$ cat src/rtl/pipe_ctrl_pkg.sv
// Shared types and defaults for the pipeline hazard controller.
// Holds the memory FSM state encoding and the register-match helper.
package pipe_ctrl_pkg;

  localparam int MEM_TIMEOUT_DEF = 15;
  localparam int CNT_W_DEF       = 16;
  localparam int REG_W           = 4;

  typedef enum logic [1:0] {
    ST_IDLE  = 2'd0,
    ST_WAIT  = 2'd1,
    ST_ERROR = 2'd2
  } mem_state_t;

  // True when destination d is a source that ID actually reads.
  function automatic logic reg_match(
    input logic [REG_W-1:0] d,
    input logic [REG_W-1:0] src1,
    input logic             src1_used,
    input logic [REG_W-1:0] src2,
    input logic             two_src
  );
    return (src1_used && (d == src1)) || (two_src && (d == src2));
  endfunction

endpackage

$ cat src/rtl/pipe_hazard_ctrl_if.sv
// Pipeline-side signal bundle for pipe_hazard_ctrl.
// The slave modport is the controller's view; master is the pipeline's view.
interface pipe_hazard_ctrl_if
  import pipe_ctrl_pkg::*;
#(
  parameter int CNT_W = CNT_W_DEF
) ();

  logic             forward_en;
  logic [REG_W-1:0] id_src1;
  logic [REG_W-1:0] id_src2;
  logic             id_src1_used;
  logic             id_two_src;
  logic [REG_W-1:0] exe_dest;
  logic [REG_W-1:0] mem_dest;
  logic             exe_wb_en;
  logic             mem_wb_en;
  logic             exe_mem_read;
  logic             branch_taken;
  logic             mem_req;
  logic             mem_ready;
  logic             clr_stats;

  logic             freeze_front;
  logic             stall_all;
  logic             flush_if_id;
  logic             flush_id_exe;
  logic             mem_error;
  logic [CNT_W-1:0] stall_cycles;
  logic [CNT_W-1:0] flush_count;

  modport master (
    output forward_en, id_src1, id_src2, id_src1_used, id_two_src,
           exe_dest, mem_dest, exe_wb_en, mem_wb_en, exe_mem_read,
           branch_taken, mem_req, mem_ready, clr_stats,
    input  freeze_front, stall_all, flush_if_id, flush_id_exe, mem_error,
           stall_cycles, flush_count
  );

  modport slave (
    input  forward_en, id_src1, id_src2, id_src1_used, id_two_src,
           exe_dest, mem_dest, exe_wb_en, mem_wb_en, exe_mem_read,
           branch_taken, mem_req, mem_ready, clr_stats,
    output freeze_front, stall_all, flush_if_id, flush_id_exe, mem_error,
           stall_cycles, flush_count
  );

endinterface

$ cat src/rtl/pipe_hazard_ctrl_sat_counter.sv
// Saturating event counter with synchronous clear that beats increment.
module sat_counter #(
  parameter int W = 16
) (
  input  logic         clk,
  input  logic         rst,
  input  logic         i_inc,
  input  logic         i_clr,
  output logic [W-1:0] o_cnt
);

  logic [W-1:0] r_cnt;

  // Count events, sticking at all-ones.
  always_ff @(posedge clk or posedge rst) begin
    if (rst) begin
      r_cnt <= '0;
    end else if (i_clr) begin
      r_cnt <= '0;
    end else if (i_inc && (r_cnt != {W{1'b1}})) begin
      r_cnt <= r_cnt + W'(1);
    end else begin
      r_cnt <= r_cnt;
    end
  end

  assign o_cnt = r_cnt;

endmodule

$ cat src/rtl/pipe_hazard_ctrl.sv
// Five-stage pipeline hazard controller: data-hazard detection, memory-wait
// stall FSM with timeout trap, flush/freeze priority and statistics counters.
module pipe_hazard_ctrl
  import pipe_ctrl_pkg::*;
#(
  parameter int MEM_TIMEOUT = MEM_TIMEOUT_DEF,
  parameter int CNT_W       = CNT_W_DEF
) (
  input logic               clk,
  input logic               rst,
  pipe_hazard_ctrl_if.slave bus
);

  localparam int WCNT_W = $clog2(MEM_TIMEOUT + 1);

  mem_state_t        r_state;
  logic [WCNT_W-1:0] r_wait_cnt;

  logic w_exe_match;
  logic w_mem_match;
  logic w_hazard;
  logic w_stall_all;
  logic w_flush_if_id;
  logic w_flush_id_exe;
  logic w_freeze_front;

  // Data hazard; with forwarding only a load in EXE cannot be bypassed.
  always_comb begin
    w_exe_match = reg_match(bus.exe_dest, bus.id_src1, bus.id_src1_used,
                            bus.id_src2, bus.id_two_src);
    w_mem_match = reg_match(bus.mem_dest, bus.id_src1, bus.id_src1_used,
                            bus.id_src2, bus.id_two_src);
    if (bus.forward_en) begin
      w_hazard = bus.exe_mem_read & bus.exe_wb_en & w_exe_match;
    end else begin
      w_hazard = (bus.exe_wb_en & w_exe_match) | (bus.mem_wb_en & w_mem_match);
    end
  end

  // Whole-pipe stall from the memory FSM; a zero-wait access never stalls.
  always_comb begin
    case (r_state)
      ST_IDLE:  w_stall_all = bus.mem_req & ~bus.mem_ready;
      ST_WAIT:  w_stall_all = ~bus.mem_ready;
      ST_ERROR: w_stall_all = 1'b1;
      default:  w_stall_all = 1'b1;
    endcase
  end

  // Priority: stall_all, then branch, then hazard.
  always_comb begin
    w_flush_if_id  = bus.branch_taken & ~w_stall_all;
    w_flush_id_exe = (bus.branch_taken | w_hazard) & ~w_stall_all;
    w_freeze_front = w_stall_all | (w_hazard & ~bus.branch_taken);
  end

  // Memory access FSM; ERROR is only left through rst.
  always_ff @(posedge clk or posedge rst) begin
    if (rst) begin
      r_state    <= ST_IDLE;
      r_wait_cnt <= '0;
    end else begin
      case (r_state)
        ST_IDLE: begin
          if (bus.mem_req && !bus.mem_ready) begin
            r_state    <= ST_WAIT;
            r_wait_cnt <= WCNT_W'(1);
          end else begin
            r_state    <= ST_IDLE;
            r_wait_cnt <= '0;
          end
        end
        ST_WAIT: begin
          if (bus.mem_ready) begin
            r_state    <= ST_IDLE;
            r_wait_cnt <= '0;
          end else if (r_wait_cnt == WCNT_W'(MEM_TIMEOUT - 1)) begin
            r_state    <= ST_ERROR;
            r_wait_cnt <= WCNT_W'(MEM_TIMEOUT);
          end else begin
            r_state    <= ST_WAIT;
            r_wait_cnt <= r_wait_cnt + WCNT_W'(1);
          end
        end
        ST_ERROR: begin
          r_state    <= ST_ERROR;
          r_wait_cnt <= r_wait_cnt;
        end
        default: begin
          r_state    <= ST_IDLE;
          r_wait_cnt <= '0;
        end
      endcase
    end
  end

  sat_counter #(.W(CNT_W)) u_stall_cnt (
    .clk   (clk),
    .rst   (rst),
    .i_inc (w_freeze_front),
    .i_clr (bus.clr_stats),
    .o_cnt (bus.stall_cycles)
  );

  sat_counter #(.W(CNT_W)) u_flush_cnt (
    .clk   (clk),
    .rst   (rst),
    .i_inc (w_flush_if_id),
    .i_clr (bus.clr_stats),
    .o_cnt (bus.flush_count)
  );

  assign bus.freeze_front = w_freeze_front;
  assign bus.stall_all    = w_stall_all;
  assign bus.flush_if_id  = w_flush_if_id;
  assign bus.flush_id_exe = w_flush_id_exe;
  assign bus.mem_error    = (r_state == ST_ERROR);

endmodule

$ cat src/flat_wrapper.sv
// flat-port wrapper written by rule: the top's interface ports become plain ports
module pipe_hazard_ctrl_flat import pipe_ctrl_pkg::*;
#(
  parameter int MEM_TIMEOUT = MEM_TIMEOUT_DEF,
  parameter int CNT_W       = CNT_W_DEF
)
  (clk, rst, bus_forward_en, bus_id_src1, bus_id_src2, bus_id_src1_used, bus_id_two_src, bus_exe_dest, bus_mem_dest, bus_exe_wb_en, bus_mem_wb_en, bus_exe_mem_read, bus_branch_taken, bus_mem_req, bus_mem_ready, bus_clr_stats, bus_freeze_front, bus_stall_all, bus_flush_if_id, bus_flush_id_exe, bus_mem_error, bus_stall_cycles, bus_flush_count);
  pipe_hazard_ctrl_if #(.CNT_W(CNT_W)) bus_i ();
  input logic clk;
  input logic rst;
  input wire logic [$bits(bus_i.forward_en)-1:0] bus_forward_en;
  input wire logic [$bits(bus_i.id_src1)-1:0] bus_id_src1;
  input wire logic [$bits(bus_i.id_src2)-1:0] bus_id_src2;
  input wire logic [$bits(bus_i.id_src1_used)-1:0] bus_id_src1_used;
  input wire logic [$bits(bus_i.id_two_src)-1:0] bus_id_two_src;
  input wire logic [$bits(bus_i.exe_dest)-1:0] bus_exe_dest;
  input wire logic [$bits(bus_i.mem_dest)-1:0] bus_mem_dest;
  input wire logic [$bits(bus_i.exe_wb_en)-1:0] bus_exe_wb_en;
  input wire logic [$bits(bus_i.mem_wb_en)-1:0] bus_mem_wb_en;
  input wire logic [$bits(bus_i.exe_mem_read)-1:0] bus_exe_mem_read;
  input wire logic [$bits(bus_i.branch_taken)-1:0] bus_branch_taken;
  input wire logic [$bits(bus_i.mem_req)-1:0] bus_mem_req;
  input wire logic [$bits(bus_i.mem_ready)-1:0] bus_mem_ready;
  input wire logic [$bits(bus_i.clr_stats)-1:0] bus_clr_stats;
  output wire logic [$bits(bus_i.freeze_front)-1:0] bus_freeze_front;
  output wire logic [$bits(bus_i.stall_all)-1:0] bus_stall_all;
  output wire logic [$bits(bus_i.flush_if_id)-1:0] bus_flush_if_id;
  output wire logic [$bits(bus_i.flush_id_exe)-1:0] bus_flush_id_exe;
  output wire logic [$bits(bus_i.mem_error)-1:0] bus_mem_error;
  output wire logic [$bits(bus_i.stall_cycles)-1:0] bus_stall_cycles;
  output wire logic [$bits(bus_i.flush_count)-1:0] bus_flush_count;
  assign bus_i.forward_en = bus_forward_en;
  assign bus_i.id_src1 = bus_id_src1;
  assign bus_i.id_src2 = bus_id_src2;
  assign bus_i.id_src1_used = bus_id_src1_used;
  assign bus_i.id_two_src = bus_id_two_src;
  assign bus_i.exe_dest = bus_exe_dest;
  assign bus_i.mem_dest = bus_mem_dest;
  assign bus_i.exe_wb_en = bus_exe_wb_en;
  assign bus_i.mem_wb_en = bus_mem_wb_en;
  assign bus_i.exe_mem_read = bus_exe_mem_read;
  assign bus_i.branch_taken = bus_branch_taken;
  assign bus_i.mem_req = bus_mem_req;
  assign bus_i.mem_ready = bus_mem_ready;
  assign bus_i.clr_stats = bus_clr_stats;
  assign bus_freeze_front = bus_i.freeze_front;
  assign bus_stall_all = bus_i.stall_all;
  assign bus_flush_if_id = bus_i.flush_if_id;
  assign bus_flush_id_exe = bus_i.flush_id_exe;
  assign bus_mem_error = bus_i.mem_error;
  assign bus_stall_cycles = bus_i.stall_cycles;
  assign bus_flush_count = bus_i.flush_count;
  pipe_hazard_ctrl #(.MEM_TIMEOUT(MEM_TIMEOUT), .CNT_W(CNT_W)) u_core (.clk(clk), .rst(rst), .bus(bus_i));
endmodule
$ cat config.mk
export PLATFORM = sky130hd
export DESIGN_NAME = pipe_hazard_ctrl_flat
export DESIGN_NICKNAME = d
export VERILOG_FILES = /design/src/rtl/pipe_ctrl_pkg.sv /design/src/rtl/pipe_hazard_ctrl_if.sv /design/src/rtl/pipe_hazard_ctrl_sat_counter.sv /design/src/rtl/pipe_hazard_ctrl.sv /design/src/flat_wrapper.sv
export SDC_FILE = /design/constraint.sdc
export NUM_CORES = 1
export LEC_CHECK = 0
export CORE_MARGIN = 2
export CORE_UTILIZATION = 41
export DETAILED_ROUTE_END_ITERATION = 12
export HOLD_SLACK_MARGIN = 0.1
export PLACE_DENSITY = 0.72
export SLEW_MARGIN = 20
export SYNTH_ARGS = -nofsm -noshare
export SYNTH_HDL_FRONTEND = slang
export SYNTH_SLANG_ARGS = --single-unit
$ cat constraint.sdc
create_clock -name clk -period 2 [get_ports clk]
set_input_delay 0.4 -clock clk [delete_from_list [all_inputs] [get_ports clk]]
set_output_delay 0.4 -clock clk [all_outputs]
set_load 0.01 [all_outputs]
==> results_dict.tcl <==
set metrics [dict create \
    result_of_the_run "finished with violations" \
    failing_checks "negative setup slack" \
    wl_per_cell_um 14.90 \
    power.total_uw 1644 \
    timing.final.max_slew_violations 0 \
    clock-sinks 38 \
    worstPathRequired_ns 2.18 \
    clock_tree.buffer_depth 2 \
    place.port_buffers 64 \
    route.vias.total 2172 \
    post-synth-top-area-fraction 0.4171 \
    area_growth_syn_to_layout_pct 55.43 \
    rsz0062_at_grt "true" \
    design.portCount 65 \
    yosysWarnings 0 \
    final.period_utilization 1.012 \
    totalWireLength_um 6199 \
    end_kind "register" \
    holdCritPathClass "in -> async" \
    die_w_um 78.57 \
    drt_first_pass_iters 4 \
    rows 27 \
    die_area_um2 6172 \
    power_per_cell_area_nw_per_um2 464.0 \
    final.setup_skew_ns 0.003557 \
    dr_vias_cell 5.221 \
    total_gr_overflow 0 \
    layout.cells.most_common "sky130_fd_sc_hd__buf_4" \
    syn_inst 240 \
    cp.arrival_ns 2.20 \
    post-route-drc-count 0 \
    yosys_most_used_dff "sky130_fd_sc_hd__dfrtp_1" \
    setup-tns-final_ns -0.04447 \
    crit_start "u_core.u_stall_cnt.o_cnt[0]$_DFFE_PP0P_" \
    grt_first_pass_wirelength_um 9763 \
    synth_cell_types 44 \
    avgSynthCellArea_um2 9.499 \
    final_net_count 375 \
    final-setup-viol-count 4 \
    finalCriticalPeriod_ns 2.024 \
    place.detailed.hpwl_um 4143 \
    detail-route-antenna-nets 0 \
    r2r_slack_ns -0.02 \
    fp.dieH_um 78.57 \
    timing_worst_slew_pin_value_ns 0.4765 \
    max-vdd-ir-drop_uv 483.6 \
    postSynthNetCount 272 \
    setup_ws_ns -0.02378 \
    detail_route.iter0.violations 90 \
    largest_net_degree_at_the_start_of_global_routing 39 \
    initial_utilization 0.4191 \
    ctsHtreeMaxLevel 2 \
    ys_async_rst_share 1.000 \
    number_of_antenna_repair_diodes 0 \
    cap_violations 0 \
    antenna_found_initial 0 \
    final_weighted_congestion_in_routability_driven_placement 0.8111 \
    tritoncts "yes" \
    most-common-layout-cells "sky130_fd_sc_hd__buf_4 (38), sky130_fd_sc_hd__clkdlybuf4s50_1 (36), sky130_fd_sc_hd__dfrtp_1 (35)" \
    final_layout_size_suffix_gt1_frac 0.3140 \
    reg2reg_from "u_core.u_stall_cnt.o_cnt[0]$_DFFE_PP0P_" \
    synth_sequential_area_ratio 0.4171 \
    p_leak_uw 0.001574 \
    coreArea_um2 5439 \
    insertion_delay_ns 0.29 \
    syn-cell-area_um2 2280 \
    achievable-frequency_ghz 0.4941 \
    nFillCells 448 \
    kind_of_start_point_of_the_critical_path "register" \
    clk_pin_slew_ns 0.08 \
    report.final.hold_viol_count 0 \
    synth_area_leaders "sky130_fd_sc_hd__dfrtp_1 (42%), sky130_fd_sc_hd__xor2_1 (7.7%), sky130_fd_sc_hd__xnor2_1 (5.4%)" \
    synth-edff-count 0 \
    grt_util_all_layers 0.1958 \
    cts_made_buffers 5 \
    number_of_global_route_vias_before_repair 2115 \
    maxSlewHeadroom 0.6823 \
    cp_max_fo 8 \
    start_to_end_type_of_the_worst_setup_path "reg -> reg" \
    synth_area_leader_cell "sky130_fd_sc_hd__dfrtp_1" \
    cts_root_buf "sky130_fd_sc_hd__clkbuf_8" \
    number_of_register_bits_inferred_by_synthesis 38 \
]
## logic make-up (layout without fill, tap and decap cells)
kind of cell,after synthesis,after routing,synth area share
muxes,4,4,0.01866
buffers and inverters,20,124,0.04336
AOI/OAI and AO/OA,41,41,0.1334
and+or+nand+nor,99,99,0.2349
xor gates and xnor gates,34,34,0.1306
DFF,38,38,0.4171
adders and majority gates,4,4,0.02195
## through the flow
| step | util | instances | hold WS (ns) | instance area (um^2) | setup WS [ns] |
|---|---|---|---|---|---|
| 2_1_floorplan | - | 240 | 0.4781 | 2303 | -0.09171 |
| 4_1_cts | 0.6259 | 411 | 0.5539 | 3405 | 0.0004416 |
| 3_3_place_gp | 0.5914 | 399 | 0.5063 | 3217 | -0.7568 |
| 3_5_place_dp | 0.5914 | 399 | 0.5377 | 3217 | -0.7353 |
| 5_1_grt | 0.6515 | 416 | 0.5853 | 3543 | -0.06700 |
| 6_report | 0.6515 | 416 | 0.5372 | 3543 | -0.02378 |
## worst paths after layout
check,to,depth (start not counted)
max,u_core.u_stall_cnt.o_cnt[15]$_DFFE_PP0P_,9
min,u_core.u_flush_cnt.o_cnt[1]$_DFFE_PP0P_,3
max reg2reg,u_core.u_stall_cnt.o_cnt[15]$_DFFE_PP0P_,9
min reg2reg,u_core.r_wait_cnt[3]$_DFFE_PP0N_,2
max in group asynchronous,u_core.u_stall_cnt.o_cnt[8]$_DFFE_PP0P_,3
min in group clk,u_core.r_wait_cnt[3]$_DFFE_PP0N_,2
## cell type report
| cell class | count | area [um^2] | area share |
|---|---|---|---|
| clock buffer | 5 | 68.82 | 0.01942 |
| tap | 72 | 90.09 | 0.02542 |
| timing repair buffer | 105 | 918.4 | 0.2592 |
| clock inverter | 3 | 40.04 | 0.01130 |
| inverter | 11 | 41.29 | 0.01165 |
| multi-input combinational | 182 | 1430 | 0.4036 |
| sequential | 38 | 954.7 | 0.2694 |
## sequential cells by signal (all words and copies together), names as in the netlist
name                      count
u_core.r_state                2
u_core.u_stall_cnt.o_cnt     16
u_core.u_flush_cnt.o_cnt     16
u_core.r_wait_cnt             4
## worst max-delay path, cell delays in order (launching register included)
cell and delay, ns:
sky130_fd_sc_hd__dfrtp_2 0.43, sky130_fd_sc_hd__ha_4 0.17, sky130_fd_sc_hd__and3_4 0.18, sky130_fd_sc_hd__and3_4 0.19
sky130_fd_sc_hd__a31o_4 0.24, sky130_fd_sc_hd__a31oi_4 0.20, sky130_fd_sc_hd__buf_6 0.15, sky130_fd_sc_hd__clkbuf_16 0.14
sky130_fd_sc_hd__a31o_1 0.15, sky130_fd_sc_hd__a21oi_2 0.06
## synth_stat cells (6+ instances only)
cell and instances:
sky130_fd_sc_hd__dfrtp_1 38, sky130_fd_sc_hd__nor2_1 32, sky130_fd_sc_hd__xor2_1 20, sky130_fd_sc_hd__a21oi_1 15
sky130_fd_sc_hd__xnor2_1 14, sky130_fd_sc_hd__nand3_1 13, sky130_fd_sc_hd__inv_1 11, sky130_fd_sc_hd__nand4_1 11
sky130_fd_sc_hd__nand2_1 8, sky130_fd_sc_hd__a31o_1 7, sky130_fd_sc_hd__and3_1 6
## metal layers
layer	vias up	GRT usage	wire length [um]
met5	-	0	0
met4	0	0.05789	97
met3	14	0.03333	205
met2	48	0.3282	3160
met1	1057	0.2593	2736
li1	1053	-	-
## power by group
part	total, uW	switching, uW	leakage, uW	internal [uW]
Clock	648	281	0.0000579	367
Combinational	214	108	0.00101	106
Sequential	782	6.89	0.000505	775
## repair_timing
action | CTS | global route
gates resized for setup | 68 | 44
buffers inserted | 4 | 6
hold buffers | 0 | 0
pin swaps | 18 | 23
cloned | 0 | 1
setup endpoints to repair | 19 | 18
No activity file was read; power rests on OpenSTA's default activity.
